### src/rtl/bg_blitter_pkg.sv
// Shared definitions for the ROM-to-framebuffer blitter: blit modes and FSM states.
package bg_blitter_pkg;

  localparam logic [1:0] MODE_OPAQUE = 2'b00;
  localparam logic [1:0] MODE_KEYED  = 2'b01;
  localparam logic [1:0] MODE_FILL   = 2'b10;

  typedef enum logic [1:0] {
    ST_IDLE  = 2'd0,
    ST_RUN   = 2'd1,
    ST_DRAIN = 2'd2,
    ST_DONE  = 2'd3
  } state_t;

endpackage

### src/rtl/blit_addr_gen.sv
// Raster scan counters for the blitter: image column/row and the matching linear ROM address.
module blit_addr_gen #(
  parameter int IMG_W  = 160,
  parameter int IMG_H  = 120,
  parameter int X_W    = 8,
  parameter int Y_W    = 7,
  parameter int ADDR_W = 15
) (
  input  logic              clock,
  input  logic              resetn,
  input  logic              clear,
  input  logic              advance,
  output logic [X_W-1:0]    cx,
  output logic [Y_W-1:0]    cy,
  output logic [ADDR_W-1:0] addr,
  output logic              last
);

  logic cx_end;

  assign cx_end = (cx == X_W'(IMG_W - 1));
  assign last   = cx_end && (cy == Y_W'(IMG_H - 1));

  // addr tracks cy*IMG_W+cx incrementally, so no multiplier is needed
  always_ff @(posedge clock or negedge resetn) begin
    if (!resetn) begin
      cx   <= '0;
      cy   <= '0;
      addr <= '0;
    end else if (clear) begin
      cx   <= '0;
      cy   <= '0;
      addr <= '0;
    end else if (advance) begin
      addr <= addr + ADDR_W'(1);
      if (cx_end) begin
        cx <= '0;
        cy <= cy + Y_W'(1);
      end else begin
        cx <= cx + X_W'(1);
      end
    end
  end

endmodule

### src/rtl/bg_blitter.sv
// Streams an IMG_W x IMG_H image from a synchronous ROM to the vga_adapter plot port,
// with opaque, colour-keyed and fill modes, screen clipping and abort.
module bg_blitter
  import bg_blitter_pkg::*;
#(
  parameter int IMG_W    = 160,
  parameter int IMG_H    = 120,
  parameter int SCREEN_W = 160,
  parameter int SCREEN_H = 120,
  parameter int X_W      = 8,
  parameter int Y_W      = 7,
  parameter int COLOR_W  = 3,
  parameter int ADDR_W   = 15,
  parameter int ROM_LAT  = 1
) (
  input  logic               clock,
  input  logic               resetn,
  input  logic               start,
  input  logic               abort,
  input  logic [1:0]         mode,
  input  logic [X_W-1:0]     x0,
  input  logic [Y_W-1:0]     y0,
  input  logic [COLOR_W-1:0] key_colour,
  input  logic [COLOR_W-1:0] fill_colour,
  output logic [ADDR_W-1:0]  rom_addr,
  input  logic [COLOR_W-1:0] rom_q,
  output logic [X_W-1:0]     out_x,
  output logic [Y_W-1:0]     out_y,
  output logic [COLOR_W-1:0] out_colour,
  output logic               plot,
  output logic               busy,
  output logic               done
);

  localparam logic [X_W:0] SCR_W = (X_W + 1)'(SCREEN_W);
  localparam logic [Y_W:0] SCR_H = (Y_W + 1)'(SCREEN_H);

  state_t state, state_nxt;

  logic [1:0]         mode_l;
  logic [X_W-1:0]     x0_l;
  logic [Y_W-1:0]     y0_l;
  logic [COLOR_W-1:0] key_l;
  logic [COLOR_W-1:0] fill_l;
  logic [1:0]         drain_cnt;

  logic               accept;
  logic               cancel;
  logic               last;
  logic [X_W-1:0]     cx;
  logic [Y_W-1:0]     cy;

  logic [ROM_LAT-1:0] v_d;
  logic [X_W-1:0]     cx_d [ROM_LAT];
  logic [Y_W-1:0]     cy_d [ROM_LAT];

  logic [X_W:0]       sum_x;
  logic [Y_W:0]       sum_y;
  logic               keyed_hit;
  logic [COLOR_W-1:0] pix_colour;
  logic [X_W-1:0]     hold_x;
  logic [Y_W-1:0]     hold_y;
  logic [COLOR_W-1:0] hold_colour;

  assign accept = (state == ST_IDLE) && start && !abort;
  assign cancel = abort && ((state == ST_RUN) || (state == ST_DRAIN));

  blit_addr_gen #(
    .IMG_W (IMG_W),
    .IMG_H (IMG_H),
    .X_W   (X_W),
    .Y_W   (Y_W),
    .ADDR_W(ADDR_W)
  ) u_addr_gen (
    .clock  (clock),
    .resetn (resetn),
    .clear  (accept),
    .advance((state == ST_RUN) && !last),
    .cx     (cx),
    .cy     (cy),
    .addr   (rom_addr),
    .last   (last)
  );

  always_ff @(posedge clock or negedge resetn) begin
    if (!resetn) begin
      state     <= ST_IDLE;
      drain_cnt <= '0;
    end else begin
      state     <= state_nxt;
      drain_cnt <= (state == ST_DRAIN) ? drain_cnt + 2'd1 : 2'd0;
    end
  end

  always_comb begin
    state_nxt = state;
    case (state)
      ST_IDLE:  if (accept) state_nxt = ST_RUN;
      ST_RUN:   if (abort) state_nxt = ST_IDLE;
                else if (last) state_nxt = ST_DRAIN;
      ST_DRAIN: if (abort) state_nxt = ST_IDLE;
                else if (drain_cnt == 2'(ROM_LAT - 1)) state_nxt = ST_DONE;
      ST_DONE:  state_nxt = ST_IDLE;
      default:  state_nxt = ST_IDLE;
    endcase
  end

  // Blit parameters are frozen at start so the controller may change its inputs mid-blit
  always_ff @(posedge clock or negedge resetn) begin
    if (!resetn) begin
      mode_l <= MODE_OPAQUE;
      x0_l   <= '0;
      y0_l   <= '0;
      key_l  <= '0;
      fill_l <= '0;
    end else if (accept) begin
      mode_l <= mode;
      x0_l   <= x0;
      y0_l   <= y0;
      key_l  <= key_colour;
      fill_l <= fill_colour;
    end
  end

  always_ff @(posedge clock or negedge resetn) begin
    if (!resetn) begin
      v_d <= '0;
      for (int i = 0; i < ROM_LAT; i++) begin
        cx_d[i] <= '0;
        cy_d[i] <= '0;
      end
    end else begin
      v_d[0]  <= (state == ST_RUN) && !cancel;
      cx_d[0] <= cx;
      cy_d[0] <= cy;
      for (int i = 1; i < ROM_LAT; i++) begin
        v_d[i]  <= v_d[i-1] && !cancel;
        cx_d[i] <= cx_d[i-1];
        cy_d[i] <= cy_d[i-1];
      end
    end
  end

  // Pixel stage meets rom_q in the same cycle so a pixel is plotted exactly ROM_LAT cycles after its address
  assign sum_x      = {1'b0, x0_l} + {1'b0, cx_d[ROM_LAT-1]};
  assign sum_y      = {1'b0, y0_l} + {1'b0, cy_d[ROM_LAT-1]};
  assign keyed_hit  = (mode_l == MODE_KEYED) && (rom_q == key_l);
  assign pix_colour = (mode_l == MODE_FILL) ? fill_l : rom_q;
  assign plot       = v_d[ROM_LAT-1] && (sum_x < SCR_W) && (sum_y < SCR_H) && !keyed_hit;

  always_ff @(posedge clock or negedge resetn) begin
    if (!resetn) begin
      hold_x      <= '0;
      hold_y      <= '0;
      hold_colour <= '0;
    end else if (plot) begin
      hold_x      <= sum_x[X_W-1:0];
      hold_y      <= sum_y[Y_W-1:0];
      hold_colour <= pix_colour;
    end
  end

  assign out_x      = plot ? sum_x[X_W-1:0] : hold_x;
  assign out_y      = plot ? sum_y[Y_W-1:0] : hold_y;
  assign out_colour = plot ? pix_colour : hold_colour;
  assign busy       = (state == ST_RUN) || (state == ST_DRAIN);
  assign done       = (state == ST_DONE);

endmodule
### config.mk
export PLATFORM = sky130hd
export DESIGN_NAME = bg_blitter
export DESIGN_NICKNAME = d
export VERILOG_FILES = /design/src/rtl/bg_blitter_pkg.sv /design/src/rtl/blit_addr_gen.sv /design/src/rtl/bg_blitter.sv
export SDC_FILE = /design/constraint.sdc
export NUM_CORES = 1
export LEC_CHECK = 0
export CORE_ASPECT_RATIO = 0.6
export CORE_MARGIN = 2
export CORE_UTILIZATION = 45
export CTS_CLUSTER_SIZE = 24
export DETAILED_ROUTE_END_ITERATION = 10
export PLACE_DENSITY_LB_ADDON = 0.05
export SYNTH_ARGS = -nofsm -noshare
export SYNTH_HDL_FRONTEND = slang
export SYNTH_SLANG_ARGS = --single-unit
### constraint.sdc
create_clock -name clock -period 4.3 [get_ports clock]
set_input_delay 1.075 -clock clock [delete_from_list [all_inputs] [get_ports clock]]
set_output_delay 1.075 -clock clock [all_outputs]
set_load 0.02 [all_outputs]
# Word level (Yosys, flattened, before mapping)
# Index checks and enable logic that the tools add are counted.
# op_classes
n_eq_ne	11
mux	19
n_lt_le_gt_ge	2
reduce_logical	21
add_sub_neg	6
# op_table
cell	n
2-to-1 mux 8 bit	4
2-to-1 mux 15 bit	2
2-to-1 mux 7 bit	4
adder 15 x 1 -> 15 bit (second input constant)	1
2-to-1 mux 2 bit	6
logical AND 1 bit	10
adder 8 x 8 -> 9 bit	1
less-than comparator 9 x 8 -> 1 bit (second input constant)	1
adder 7 x 7 -> 8 bit	1
adder 8 x 1 -> 8 bit (second input constant)	1
equality test 8 bit (second input constant)	1
less-than comparator 8 x 7 -> 1 bit (second input constant)	1
case mux 2 bit (4 select lines)	1
adder 7 x 1 -> 7 bit (second input constant)	1
equality test 7 bit (second input constant)	1
equality test 2 bit (second input constant)	3
2-to-1 mux 3 bit	2
equality test 2 x 1 -> 1 bit (second input constant)	2
zero test 1 bit	4
zero test 2 bit	2
nonzero test 2 bit	2
equality test 3 bit	1
!= test 3 x 2 -> 1 bit (second input constant)	1
!= test 3 bit (second input constant)	1
other kinds (5)	5
# totals
out_inout_bits	36
inputBits	30
ff_bits	91
elab_cells	75

# Logic depth before layout (Yosys ltp)
# logic_depth
word_depth	6
mapped_depth	10
depth_no_buf	9

# By module
# From an unflattened synthesis, not the netlist that was laid out.
# unflattened
cells_unflattened	462
hier_area_um2	4720.8
# by_module_without_submodules
module	n_inst	area_per_inst_um2	seq_area_each_um2	cells_per_inst
bg_blitter	1	3064.2	1526.5	291
blit_addr_gen	1	1656.6	750.7	171

# Worst setup path before layout
# OpenSTA, ideal clock, no wires.
# synth_path
path_type	register to output
from	register x0_l[0]
to	output out_x[5]
t_arrival_ns	2.730
stages_incl_launch_ff	10
n_path_buf	1
required_ns	3.225
path_slack_ns	0.495
cell_sequence	dfrtp_1 > ha_1 > fa_1 > a21oi_1 > o21ai_0 > a21oi_1 > o221ai_2 > a211oi_4 > buf_8 > mux2i_1
# synth_between
elab_chain_cells	6
# synth_lines
element	line_no	text
start, declared	bg_blitter.sv:41	logic [X_W-1:0] x0_l;
start signal, assigned	bg_blitter.sv:112	x0_l <= '0;
start signal, assigned	bg_blitter.sv:118	x0_l <= x0;
adder 8 x 8 -> 9 bit	bg_blitter.sv:145	assign sum_x = {1'b0, x0_l} + {1'b0, cx_d[ROM_LAT-1]};
less-than comparator 9 x 8 -> 1 bit	bg_blitter.sv:149	assign plot = v_d[ROM_LAT-1] && (sum_x < SCR_W) && (sum_y < SCR_H) && !keyed_hit;
logical AND 1 bit (3 in series)	bg_blitter.sv:149	
net plot	bg_blitter.sv:30	output logic plot,
2-to-1 mux 8 bit	bg_blitter.sv:163	assign out_x = plot ? sum_x[X_W-1:0] : hold_x;
end, declared	bg_blitter.sv:27	output logic [X_W-1:0] out_x,
# The timed path passes the listed nets, and every way through them passes these cells.

# Worst setup path after layout
# layout_path
from	register x0_l[4]
to	output out_x[3]
# layout_between
elab_chain_cells	6
# layout_lines
element	line_no
adder 8 x 8 -> 9 bit	bg_blitter.sv:145
less-than comparator 9 x 8 -> 1 bit	bg_blitter.sv:149
logical AND 1 bit (3 in series)	bg_blitter.sv:149
2-to-1 mux 8 bit	bg_blitter.sv:163
# Every way passes these cells.

==> flow_metrics.tcl <==
set metrics [dict create \
    hold_viol 0 \
    relSlewSlack 0.280 \
    htree_levels 3 \
    leakagePower_uw 0.00274 \
    clock_tree.root_cell "clkbuf_16" \
    setup_viol 0 \
    worstSetupStartpointType "flop" \
    max_stage_delay_ps 430 \
    dieArea_um2 11000 \
    cp_common_cell "a21o_1" \
    synth_cell_types 57 \
    p_per_area_nw_per_um2 743 \
    yosys_most_used_dff "dfrtp_1" \
    viasPerCell 5.18 \
    fin_crit_sh 0.974 \
    syn_to_final_growth_pct 29.5 \
    numCtsBuffers 9 \
    antenna_found_initial 0 \
    drive_gt1_frac 0.184 \
    stdcell_count 669 \
    io-pin-count 66 \
    die_h_um 82.0 \
    crit_type "reg -> out" \
    syn_area_per_cell_um2 10.2 \
    synth_enable_flop_cells 0 \
    cp_max_fo 8 \
    clock_path_buffers 2 \
    yosysMostFrequentCell "dfrtp_1" \
    worstSkewPairLatency_ps 330 \
    arrival_ps 3110 \
    tns_ps 0 \
    initial_core_util 0.463 \
    coreArea_um2 9840 \
    yosys_warnings 0 \
    ys_ff_latch 91 \
    outcome "finished clean" \
    grt_max_degree 74 \
    critPathBufInv 3 \
    async_flop_share 1.00 \
    cp_top_family "compound AO/OA/AOI/OAI gates" \
    cp-end-kind "output port" \
    place_inst 638 \
    cpMaxStageDelayCell "dfrtp_1" \
    hold_class "reg -> reg" \
    syn_inst 445 \
    numPortBuffers 65 \
    fin_skew_ps 7.05 \
    fmax_mhz 239 \
    yosys.area.top_type "dfrtp_1" \
    syn-cell-area_um2 4560 \
    vias 3467 \
    final_nets 585 \
    drtIter0Drc 145 \
    cts_tree "yes" \
    synth_common_cells "91 x dfrtp_1, 88 x nand2_1, 28 x nor2_1, 24 x ha_1, 21 x a21oi_1" \
    path_cells "ha_4 > a21o_1 > a21o_1 > a221oi_2 > a22oi_2 > a211oi_4 > buf_6 > clkbuf_16 > mux2_2 > buf_2" \
    cts_sinks 91 \
    syn-num-nets 501 \
    postRouteAntennaNets 0 \
    overflow 0 \
    grt_pass1_wl_mm 17.0 \
    die_w_um 134 \
    vdd_drop_max_mv 0.380 \
    row_count 28 \
    grt_pass1_vias 3372 \
    cts_hold_buffers 0 \
    wl_mm 10.5 \
    synth.area.top_cells "dfrtp_1 50%, nand2_1 7.2%, ha_1 6.6%" \
    slew_violations 0 \
    gr-usage-all-layers 0.201 \
    synth_seq_area_share 0.500 \
    wl_per_cell_um 15.7 \
    period_minus_slack_ps 4190 \
    diodes 0 \
    max_cap_violations 0 \
    dr.pass1.iters 4 \
    drc 0 \
    place_congestion 0.784 \
    final_core_util 0.599 \
    dp_hpwl_mm 7.02 \
    yosysTopAreaCellShare 0.500 \
    worstMarginPinSlew_ps 1070 \
    cp_data_required_time_ps 3220 \
    clk_pin_slew_ps 70 \
]
## routing by layer
metal | track usage | wire, um | up-vias
met5 | 0 | 0 | -
met4 | 0.0543 | 123 | 0
met3 | 0.0500 | 445 | 10
met2 | 0.302 | 4590 | 79
met1 | 0.291 | 5340 | 1675
li1 | - | - | 1703
## power by group
group / internal, uW / switching [uW]
sequential: 1150 / 226
clock: 484 / 327
combinational: 1030 / 1160
total: 2670 / 1710
## state kept, by name, summed over array words and instances, names as in the netlist, 3 cells and up
| register | flops |
|---|---|
| u_addr_gen.addr | 15 |
| x0_l | 8 |
| key_l | 3 |
| u_addr_gen.cx | 8 |
| y0_l | 7 |
| hold_y | 7 |
| hold_x | 8 |
| cx_d | 8 |
| u_addr_gen.cy | 7 |
| fill_l | 3 |
| hold_colour | 3 |
| cy_d | 7 |
## logic make-up after synthesis
kind of cell               Yosys count  synth area share
and+or+nand+nor                    181             0.184
AOI/OAI and AO/OA                   66             0.106
buffers and inverters               32            0.0294
xor gates and xnor gates            28            0.0538
DFF                                 91             0.500
adders and majority gates           26            0.0747
muxes                               21            0.0527
## cells in the final DEF, fill, tap and decap left out, drive strengths merged, types with 5 or more instances in the layout
cell type | Yosys | layout
mux2 | 15 | 15
dfrtp | 91 | 91
nor3 | 8 | 8
or3 | 5 | 5
ha | 24 | 24
nand4 | 10 | 10
nand2b | 5 | 5
dlygate4sd2 | 0 | 9
nand3 | 12 | 12
inv | 17 | 18
mux2i | 6 | 6
o21ai | 11 | 11
a21o | 6 | 6
and3 | 5 | 5
clkbuf | 11 | 15
nand2 | 88 | 88
clkdlybuf4s50 | 0 | 42
xor2 | 13 | 13
xnor2 | 15 | 15
nor2 | 28 | 28
nor2b | 6 | 6
buf | 4 | 31
a21oi | 22 | 22
## metrics by stage
step	power (uW)	setup slack (ps)	area, um^2	hold WS, ps
floorplan	2690	495	4560	382
global placement	3400	-282	5380	402
detailed placement	3440	-286	5380	404
CTS	4310	4.13	5780	419
global route	4690	-7.56	5900	440
finish	4380	112	5900	415
## area by class of cell
type,instances,area (um^2)
timing repair buffer,88,818
inverter,17,63.8
fill,821,3940
clock inverter,5,60.1
clock buffer,11,253
multi-input combinational,322,2260
tap,135,169
sequential,91,2280
## worst paths after layout
kind | startpoint | end | slack, ps | depth (start not counted)
max | x0_l[4]$_DFFE_PN0P_ | out_x[3] | 110 | 10
min in group asynchronous | resetn | hold_x[2]$_DFF_PN0_ | 870 | 1
min | u_addr_gen.cy[6]$_DFFE_PN0P_ | cy_d[6]$_DFF_PN0_ | 420 | 0
min reg2reg | u_addr_gen.cy[6]$_DFFE_PN0P_ | cy_d[6]$_DFF_PN0_ | 420 | 0
max reg2reg | x0_l[4]$_DFFE_PN0P_ | hold_x[3]$_DFF_PN0_ | 1570 | 9
max in group asynchronous | resetn | x0_l[5]$_DFFE_PN0P_ | 2610 | 2
## timing repair
item | in CTS | in global routing
resized for setup | 61 | 21
buffers inserted | 5 | 9
endpoints found under the setup margin | 19 | 16
cloned | 1 | 1
pin swaps | 7 | 15
Note: power is estimated with default switching activity, not from simulation.
